## src/rtl/mult_seq_ctrl.sv

```systemverilog
// Control FSM for a sequential 8x8 multiplier built around one shared 4x4 multiplier.
// Registers an operand pair, then issues four nibble products with shift and accumulate controls.
module mult_seq_ctrl #(
    parameter int WIDTH = 8
) (
    input  logic             clk,
    input  logic             reset,
    input  logic             in_valid,
    output logic             in_ready,
    input  logic [WIDTH-1:0] a_in,
    input  logic [WIDTH-1:0] b_in,
    output logic [WIDTH/2-1:0] a_nib,
    output logic [WIDTH/2-1:0] b_nib,
    output logic [1:0]       shift_sel,
    output logic             acc_en,
    output logic             acc_clr,
    output logic             done,
    output logic             busy,
    output logic [2:0]       disp_code
);

    localparam int NW = WIDTH / 2;

    // Handshake: a pair is taken on any rising edge where in_valid and in_ready
    // are both high; in_ready is high only in IDLE and does not depend on in_valid.
    typedef enum logic [2:0] {
        IDLE  = 3'd0,
        CALC0 = 3'd1,
        CALC1 = 3'd2,
        CALC2 = 3'd3,
        CALC3 = 3'd4,
        DONE  = 3'd5
    } state_t;

    state_t           state, state_next;
    logic [WIDTH-1:0] a_reg, b_reg;
    logic             accept;

    assign accept = in_valid && (state == IDLE);

    always_ff @(posedge clk) begin
        if (reset) begin
            state <= IDLE;
            a_reg <= '0;
            b_reg <= '0;
        end else begin
            state <= state_next;
            if (accept) begin
                a_reg <= a_in;
                b_reg <= b_in;
            end
        end
    end

    always_comb begin
        state_next = state;
        in_ready   = 1'b0;
        a_nib      = '0;
        b_nib      = '0;
        shift_sel  = 2'b00;
        acc_en     = 1'b0;
        acc_clr    = 1'b0;
        done       = 1'b0;
        busy       = 1'b0;
        disp_code  = 3'b111;
        case (state)
            IDLE: begin
                in_ready = 1'b1;
                if (in_valid) state_next = CALC0;
            end
            CALC0: begin
                a_nib      = a_reg[NW-1:0];
                b_nib      = b_reg[NW-1:0];
                acc_en     = 1'b1;
                acc_clr    = 1'b1;
                busy       = 1'b1;
                disp_code  = 3'b000;
                state_next = CALC1;
            end
            CALC1: begin
                a_nib      = a_reg[NW-1:0];
                b_nib      = b_reg[WIDTH-1:NW];
                shift_sel  = 2'b01;
                acc_en     = 1'b1;
                busy       = 1'b1;
                disp_code  = 3'b001;
                state_next = CALC2;
            end
            CALC2: begin
                a_nib      = a_reg[WIDTH-1:NW];
                b_nib      = b_reg[NW-1:0];
                shift_sel  = 2'b01;
                acc_en     = 1'b1;
                busy       = 1'b1;
                disp_code  = 3'b010;
                state_next = CALC3;
            end
            CALC3: begin
                a_nib      = a_reg[WIDTH-1:NW];
                b_nib      = b_reg[WIDTH-1:NW];
                shift_sel  = 2'b10;
                acc_en     = 1'b1;
                busy       = 1'b1;
                disp_code  = 3'b011;
                state_next = DONE;
            end
            DONE: begin
                done       = 1'b1;
                disp_code  = 3'b100;
                state_next = IDLE;
            end
            default: state_next = IDLE;
        endcase
    end

endmodule

```

## config.mk

```make
export PLATFORM = sky130hd
export DESIGN_NAME = mult_seq_ctrl
export DESIGN_NICKNAME = d
export VERILOG_FILES = /design/src/rtl/mult_seq_ctrl.sv
export SDC_FILE = /design/constraint.sdc
export NUM_CORES = 1
export LEC_CHECK = 0
export CELL_PAD_IN_SITES_DETAIL_PLACEMENT = 2
export CELL_PAD_IN_SITES_GLOBAL_PLACEMENT = 2
export CORE_MARGIN = 1.5
export CORE_UTILIZATION = 25
export DETAILED_ROUTE_END_ITERATION = 16
export GPL_TIMING_DRIVEN = 0
export PLACE_DENSITY_LB_ADDON = 0.1
export RECOVER_POWER = 100
export SLEW_MARGIN = 10
export SYNTH_ARGS = -nofsm -noshare
export SYNTH_HDL_FRONTEND = slang
export SYNTH_SLANG_ARGS = --single-unit
```

## constraint.sdc

```tcl
create_clock -name clk -period 4.7 [get_ports clk]
set_clock_uncertainty 0.15 [all_clocks]
set_input_delay 0.94 -clock clk [delete_from_list [all_inputs] [get_ports clk]]
set_output_delay 0.94 -clock clk [all_outputs]
set_load 0.02 [all_outputs]
```

# After elaboration in Yosys (flattened, before gate mapping)
# Cells that the tools add are included.
op_classes:
  div_mod_pow: 0
  multipliers: 0
  n_reduce_logical: 8
  shifts: 0
  mux: 10
  eq_ne: 6
  order_cmp: 0
  n_addsub: 0
  bitwise_logic: 0
op_table:
  columns: ["cell", "count"]
  rows:
  - ["$pmux W3 S5", 2]
  - ["$pmux W4 S2", 2]
  - ["$reduce_or A2 Y1", 5]
  - ["$eq A3 B2 Y1 const B", 2]
  - ["$eq A3 B3 Y1 const B", 2]
  - ["$mux W1", 4]
  - ["$pmux W2 S2", 1]
  - ["$reduce_or A4 Y1", 1]
  - ["$eq A3 B1 Y1 const B", 1]
  - ["$logic_not A3 Y1", 1]
  - ["$mux W3", 1]
  - ["$ne A2 B2 Y1 const B", 1]
  - ["$logic_and A1 B1 Y1", 1]
word_totals:
  inputBits: 19
  mem_bits_rw: 0
  mem_count: 0
  ff_bits: 19
  latchBits: 0
  mem_bits_ro: 0
  word_cells: 27
  out_inout_bits: 18

# Longest topological paths before layout
# Gate-level depths: netlist of the first run.
depth:
  ltp_word: 3
  mapped_depth: 6
  mapped_depth_nobuf: 4

# Worst setup path after synthesis of the first run
# OpenSTA, ideal clock, no wires.
synth_timing:
  path_type: "reg2out"
  startpoint: "register state[2]"
  endpoint: "output port busy"
  stages_incl_launch_ff: 6
  t_arrival_ns: 1.549
  t_required_ns: 3.610
  path_slack_ns: 2.061
  n_path_buf: 2
  path_cell_list: "dfxtp_1 buf_2 or3b_2 inv_2 or3_1 buf_4"
synth_via:
  elab_chain_len: 3
  elab_cells_between_ends: 6
  classes_between: "eq/ne (4); mux (1); reduce/logical (1)"
synth_rtl:
  columns: ["item", "line_no", "source"]
  rows:
  - ["from (decl)", "35", "state_t state, state_next;"]
  - ["from (signal assigned)", "47", "state <= state_next;"]
  - ["$eq A3 B3 Y1 (tied with other cells)", null, null]
  - ["$reduce_or A4 Y1 (no line) (*)", null, null]
  - ["$mux W1 (*)", null, null]
  - ["to (decl)", "18", "output logic busy,"]
# Mark *: on every way between the ends. The rest lies on a longest branch, timed or not.

# Worst setup path after layout of the first run
layout_timing:
  startpoint: "register state[2]"
  endpoint: "output port disp_code[1]"
layout_via:
  elab_chain_len: 2
  elab_cells_between_ends: 6
  classes_between: "eq/ne (5); mux (1)"
layout_rtl:
  columns: ["item", "line_no", "source"]
  rows:
  - ["$eq A3 B3 Y1 (tied with other cells)", "66", "case (state)"]
  - ["$pmux W3 S5 (*)", "66", null]
  - ["to (decl)", "19", "output logic [2:0] disp_code"]
# Marked as above.

==> impl_results.md, run 1 <==
* FILL cells at ~450
* Buf/Inv on CP at 3
* Final count of pins violating max slew at 0
* Min Tclk post-route at approximately 3600 ps
* Final net count at roughly 190
* Drt first pass iters at 3
* Relative slew margins at 0.652
* Final setup margin at 1050 ps
* DRC violation count after routing at 0
* CTS resizes at 0
* Achievable clock frequency at 274 MHz
* Number of port buffers at 35
* Max_cap viols at 0
* Share of layout cells above drive strength 1 at 0.0765
* Worst Hold Class: flip-flop to flip-flop
* # rows at 22
* Mean post-synth cell area at 7.60 um^2
* First-pass GRT wire length at 5170 um
* Inserted Clock Buffers at 3
* Placement Setup Slack at 1610 ps
* GP Congestion at 0.720
* Clock Latency Late Sink at 250 ps
* CP max stage delay at ~700 ps
* DR vias/cell at ~4.7
* Chip width at roughly 66 um
* Final Power at 469 uW
* Final hold viol count at 0
* Critical Path Source Type: flip-flop
* Leakage at approximately 0.55 nW
* WL/cell at 13.7 um
* Final cell area excluding filler cells at 1430 um^2
* Yosys cell types at 31
* Hold slack at 315 ps
* Starting DRC count in detailed routing at 22
* Number of H-tree levels at 1
* Via Count at 1031
* P&R area growth vs syn at 43.7%
* Post-CTS Setup Bufs at 0
* Placed Cells at 214
* Gr usage total at 0.154
* Number of global-route vias before repair at 1099
* Top cell type's share of synthesized area at 0.382
* CP arrival at 2560 ps
* Status: complete, no violations
* Largest net degree at the start of global routing at 13
* Max VDD drop at 0.159 mV
* Synth Warn # at 0
* Register bit total from synthesis at 19
* Multi-input logic area at 519 um^2
* Placed instance area at 1410 um^2
* Clk buf depth at 2
* Starting Density at 0.266
* Setup total negative slack at 0 ps
* Clock tree from TritonCTS: yes
* CTS sink count at 19
* Largest fanout on the critical path at 10
* Slowest CP cell: dlygate4sd3_1
* Area leader, netlist: dfxtp_1
* Antenna cell count at 0
* Syn nets at roughly 150
* Die ar. at 4370 um^2
* Detailed Route WL at 2980 um
* Fin util at 0.382
* Worst-path clk slew at 70 ps
* Hold buffer count at CTS at 0
* Initial antenna violation count at 0
* # setup viols final at 0
* Crit end category: primary output
* Post-DP HPWL at about 2300 um
* Storage cell area at about 380 um^2
* Post-Syn Area at 996 um^2
* IO Count at 37
* Non-Filler Instances at 218
* Top post-synthesis cells by area: dfxtp_1 38%, nand2_1 16%, a21oi_1 9.5%, mux2i_1 3.0%, a32oi_1 2.6%
* RSZ-0062 raised after global routing: false
* Root buf cell: clkbuf_8
* Critical Path RT at 3610 ps
* Antenna viol nets, final at 0
* Post-Synthesis Cells at approximately 130
* CORE AREA at 3740 um^2
* Crit path kind: flip-flop to primary output
* Post-synthesis sequential area ratio at 0.382
* Grt ovf at 0
* Cell Chain, Critical Path: clkbuf_1 -> inv_1 -> ha_1 -> a21oi_1 -> o211ai_1 -> dlygate4sd3_1
* Pwr Density at roughly 330 nW/um^2
* Tightest Pin Transition at 521 ps
* Tcrit/Tclk final at 0.776
* Die Span Y at 66.1 um
* Leading cell types in the layout, fill and taps excluded: 42 x nand2_1, 19 x a21oi_1, 19 x dfxtp_1
* Top delay family on crit path: buffers and inverters
* Most common cell after layout, fill and taps aside: nand2_1
==> where the power goes <==
group          switching, mW  total (mW)  internal, mW
combinational         0.0930       0.168        0.0746
clock                 0.0583       0.118        0.0598
sequential           0.00874       0.184         0.175
==> kinds of logic (layout without fill, tap and decap cells) <==
logic type,after synthesis,count (layout),share of synthesized area
and+or+nand+nor,57,57,0.265
buffers and inverters,15,54,0.0930
muxes,3,3,0.0302
xor gates and xnor gates,2,2,0.0176
AOI/OAI and AO/OA,34,34,0.200
adders and majority gates,1,1,0.0126
DFF,19,19,0.382
==> layer usage <==
layer	wire length, um	vias to the layer above	global-route usage
met5	0	-	0
met4	18	0	0.0306
met3	116	2	0.0358
met2	1460	21	0.271
met1	1390	487	0.191
li1	-	521	-
==> synthesized netlist by cell type (all sizes together) <==
master / count
nand2: 43
a21oi: 19
dfxtp: 19
buf: 7
clkbuf: 5
nor2: 5
o21ai: 4
o22ai: 4
a32oi: 3
inv: 3
mux2i: 3
nor3: 3
a2111oi: 1
a21o: 1
a22o: 1
ha: 1
nand2b: 1
nand3b: 1
nor4b: 1
o211ai: 1
or3: 1
or3b: 1
or4b: 1
xnor2: 1
xor2: 1
==> final cells by class <==
cell class	count	area share
multi-input combinational	97	0.363
sequential	19	0.266
timing repair buffer	35	0.245
buffer	12	0.0428
tap	48	0.0420
clock buffer	3	0.0288
inverter	3	0.00787
clock inverter	1	0.00524
==> worst paths after layout <==
check,cells after the start,slack [ps],to,startpoint
min,2,310,a_reg[6]$_SDFFE_PP0P_,a_reg[6]$_SDFFE_PP0P_
min reg2reg,2,310,a_reg[6]$_SDFFE_PP0P_,a_reg[6]$_SDFFE_PP0P_
max,6,1050,disp_code[1],state[2]$_SDFFE_PP0P_
max reg2reg,6,2610,a_reg[1]$_SDFFE_PP0P_,state[1]$_SDFFE_PP0P_
==> worst min-delay path, stage by stage, from the launching register on <==
cell and delay, ps:
dfxtp_1 320, nand2_1 50, a21oi_1 50
No activity file was read; power rests on OpenSTA's default activity.
==> run 2: changes to the inputs <==
- CORE_UTILIZATION: 25 -> 23
- clock period: 4.7 -> 3.7 ns (I/O delays scaled with it)
==> impl_results.md, run 2 (synthesis results as in run 1) <==
* Final Power at 596 uW (+27%)
* Pwr Density at 416 nW/um^2 (+27%)
* Clock tree from TritonCTS: yes
* Number of H-tree levels at 1 (unchanged)
* DRC violation count after routing at 0 (unchanged)
* WL/cell at 14.2 um (+4.0%)
* Chip width at 68.8 um (+4.1%)
* Crit end category: primary output
* Tightest Pin Transition at 521 ps (+0.0848 ps)
* Setup total negative slack at 0 ps (unchanged)
* Post-CTS Setup Bufs at 0 (unchanged)
* Gate power share at 0.358 (about the same)
* CTS resizes at 0 (unchanged)
* Number of port buffers at 35 (unchanged)
* Largest net degree at the start of global routing at 11 (-2)
* Die ar. at 4730 um^2 (+8.3%)
* Final hold viol count at 0 (unchanged)
* # rows at 23 (+4.5%)
* Achievable clock frequency at between 300 and 400 MHz
* Leakage at 0.556 nW (+1.5%)
* Worst-path clk slew at 70 ps (about the same)
* # setup viols final at 0 (unchanged)
* Via Count at 1051 (+1.9%)
* Final count of pins violating max slew at 0 (unchanged)
* Gr usage total at 0.145 (-0.00911)
* Critical Path Source Type: flip-flop
* Leading cell types in the layout, fill and taps excluded: 42 x nand2_1, 19 x a21oi_1, 19 x dfxtp_1, 19 x dlygate4sd3_1, 16 x clkdlybuf4s50_1
* Max_cap viols at 0 (unchanged)
* FILL cells at 478 (+5.3%)
* RSZ-0062 raised after global routing: false
* Crit path kind: flip-flop to primary output
* Die Span Y at 68.8 um (+4.1%)
* Cell Chain, Critical Path: buf_2 -> or3b_2 -> inv_2 -> a32oi_1 -> o21ai_1 -> dlygate4sd3_1
* CP max stage delay at 690 ps (about the same)
* GP Congestion at 0.740 (+2.8%)
* Clk pwr share at 0.249 (-0.003)
* First-pass GRT wire length at 5020 um (-2.9%)
* Detailed Route WL at 3120 um (+4.9%)
* Largest fanout on the critical path at 10 (unchanged)
* CORE AREA at 4090 um^2 (+9.2%)
* P_int at 393 uW (+27%)
* Worst Hold Class: flip-flop to flip-flop
* Clk buf depth at 2 (unchanged)
* P&R area growth vs syn at 43.7% (unchanged)
* Buf/Inv on CP at 3 (unchanged)
* Status: complete, no violations
* Final net count at 191 (unchanged)
* Antenna cell count at 0 (unchanged)
* Psw at 202 uW (+26%)
* Placement Setup Slack at 798 ps (-815 ps)
* Initial antenna violation count at 0 (unchanged)
* Most common cell after layout, fill and taps aside: nand2_1
* DR vias/cell at 4.78 (+1.0%)
* Share of layout cells above drive strength 1 at 0.0765 (unchanged)
* Starting Density at 0.244 (-0.0223)
* Relative slew margins at 0.652 (about the same)
* Slowest CP cell: dlygate4sd3_1
* Drt first pass iters at 4 (+1)
* Sw Share at 0.340 (-0.00123)
* Min Tclk post-route at 3220 ps
* Post-DP HPWL at 2450 um (+4.6%)
* Tcrit/Tclk final at 0.872
* Clock Latency Late Sink at 260 ps (about the same)
* Number of global-route vias before repair at 1058 (-3.7%)
* CP arrival at 2330 ps (-230 ps)
* Inserted Clock Buffers at 3 (unchanged)
* Top delay family on crit path: buffers and inverters
* Final setup margin at 475 ps (-577 ps)
* Starting DRC count in detailed routing at 50 (+130%)
* Hold buffer count at CTS at 0 (unchanged)
* CTS sink count at 19 (unchanged)
* Grt ovf at 0 (unchanged)
* Root buf cell: clkbuf_8
* Max VDD drop at 0.176 mV (+11%)
* Sequential fraction of design power at 0.393 (about the same)
* IO Count at 37 (unchanged)
* Critical Path RT at 2810 ps (-800 ps)
* Antenna viol nets, final at 0 (unchanged)
[run 2: changes by cell type in the layout (fill, tap and decap cells not counted)]
cell,before,now
clkinvlp_4,1,0
dlygate4sd3_1,18,19
clkdlybuf4s50_1,17,16
buf_2,1,2
[run 2: worst register-to-register path: stages (launching register included)]
cell,delay (ps)
dfxtp_1,330
buf_6,140
or4b_2,630
clkbuf_1,230
clkbuf_1,280
nand2_1,130
a21oi_1,70
[run 2: final cells by class]
class                           count  area [um^2]  area share
Multi-Input combinational cell     97          519       0.363
Sequential cell                    19          380       0.266
Timing Repair Buffer               35          350       0.245
Buffer                             12         62.6      0.0437
Tap cell                           50         62.6      0.0437
Clock buffer                        4         45.0      0.0315
Inverter                            3         11.3     0.00787
[run 2: per-stage QoR]
stage | hold WS [ps] | util | cells | area (um^2)
floorplan | 286 | - | 131 | 996
CTS | 317 | 0.356 | 220 | 1450
finish | 315 | 0.350 | 220 | 1430
global placement | 297 | 0.345 | 216 | 1410
global route | 337 | 0.350 | 220 | 1430
detailed placement | 307 | 0.345 | 216 | 1410
[run 2: per-layer routing]
layer | up-vias | global-route usage | routed length [um]
li1 | 522 | - | -
met1 | 501 | 0.188 | 1520
met2 | 23 | 0.236 | 1440
met3 | 5 | 0.0292 | 120
met4 | 0 | 0.0588 | 46
met5 | - | 0 | 0
[run 2: final timing paths]
path / cells past startpoint / endpoint / start / slack (ps)
hold / removal: 2 / b_reg[4]$_SDFFE_PP0P_ / b_reg[4]$_SDFFE_PP0P_ / 310
setup / recovery: 6 / a_nib[1] / state[2]$_SDFFE_PP0P_ / 480
setup reg to reg: 6 / b_reg[7]$_SDFFE_PP0P_ / state[1]$_SDFFE_PP0P_ / 1610
hold reg to reg: 2 / b_reg[4]$_SDFFE_PP0P_ / b_reg[4]$_SDFFE_PP0P_ / 310
[run 2: power by group through the flow]
stage                     sequential (mW)  combinational (mW)  clock (mW)
final                               0.234               0.213       0.149
after global routing                0.236               0.235       0.164
after CTS                           0.234               0.236       0.155
after detailed placement            0.239               0.235           0
after global placement              0.238               0.228           0
after floorplan                     0.235               0.142           0
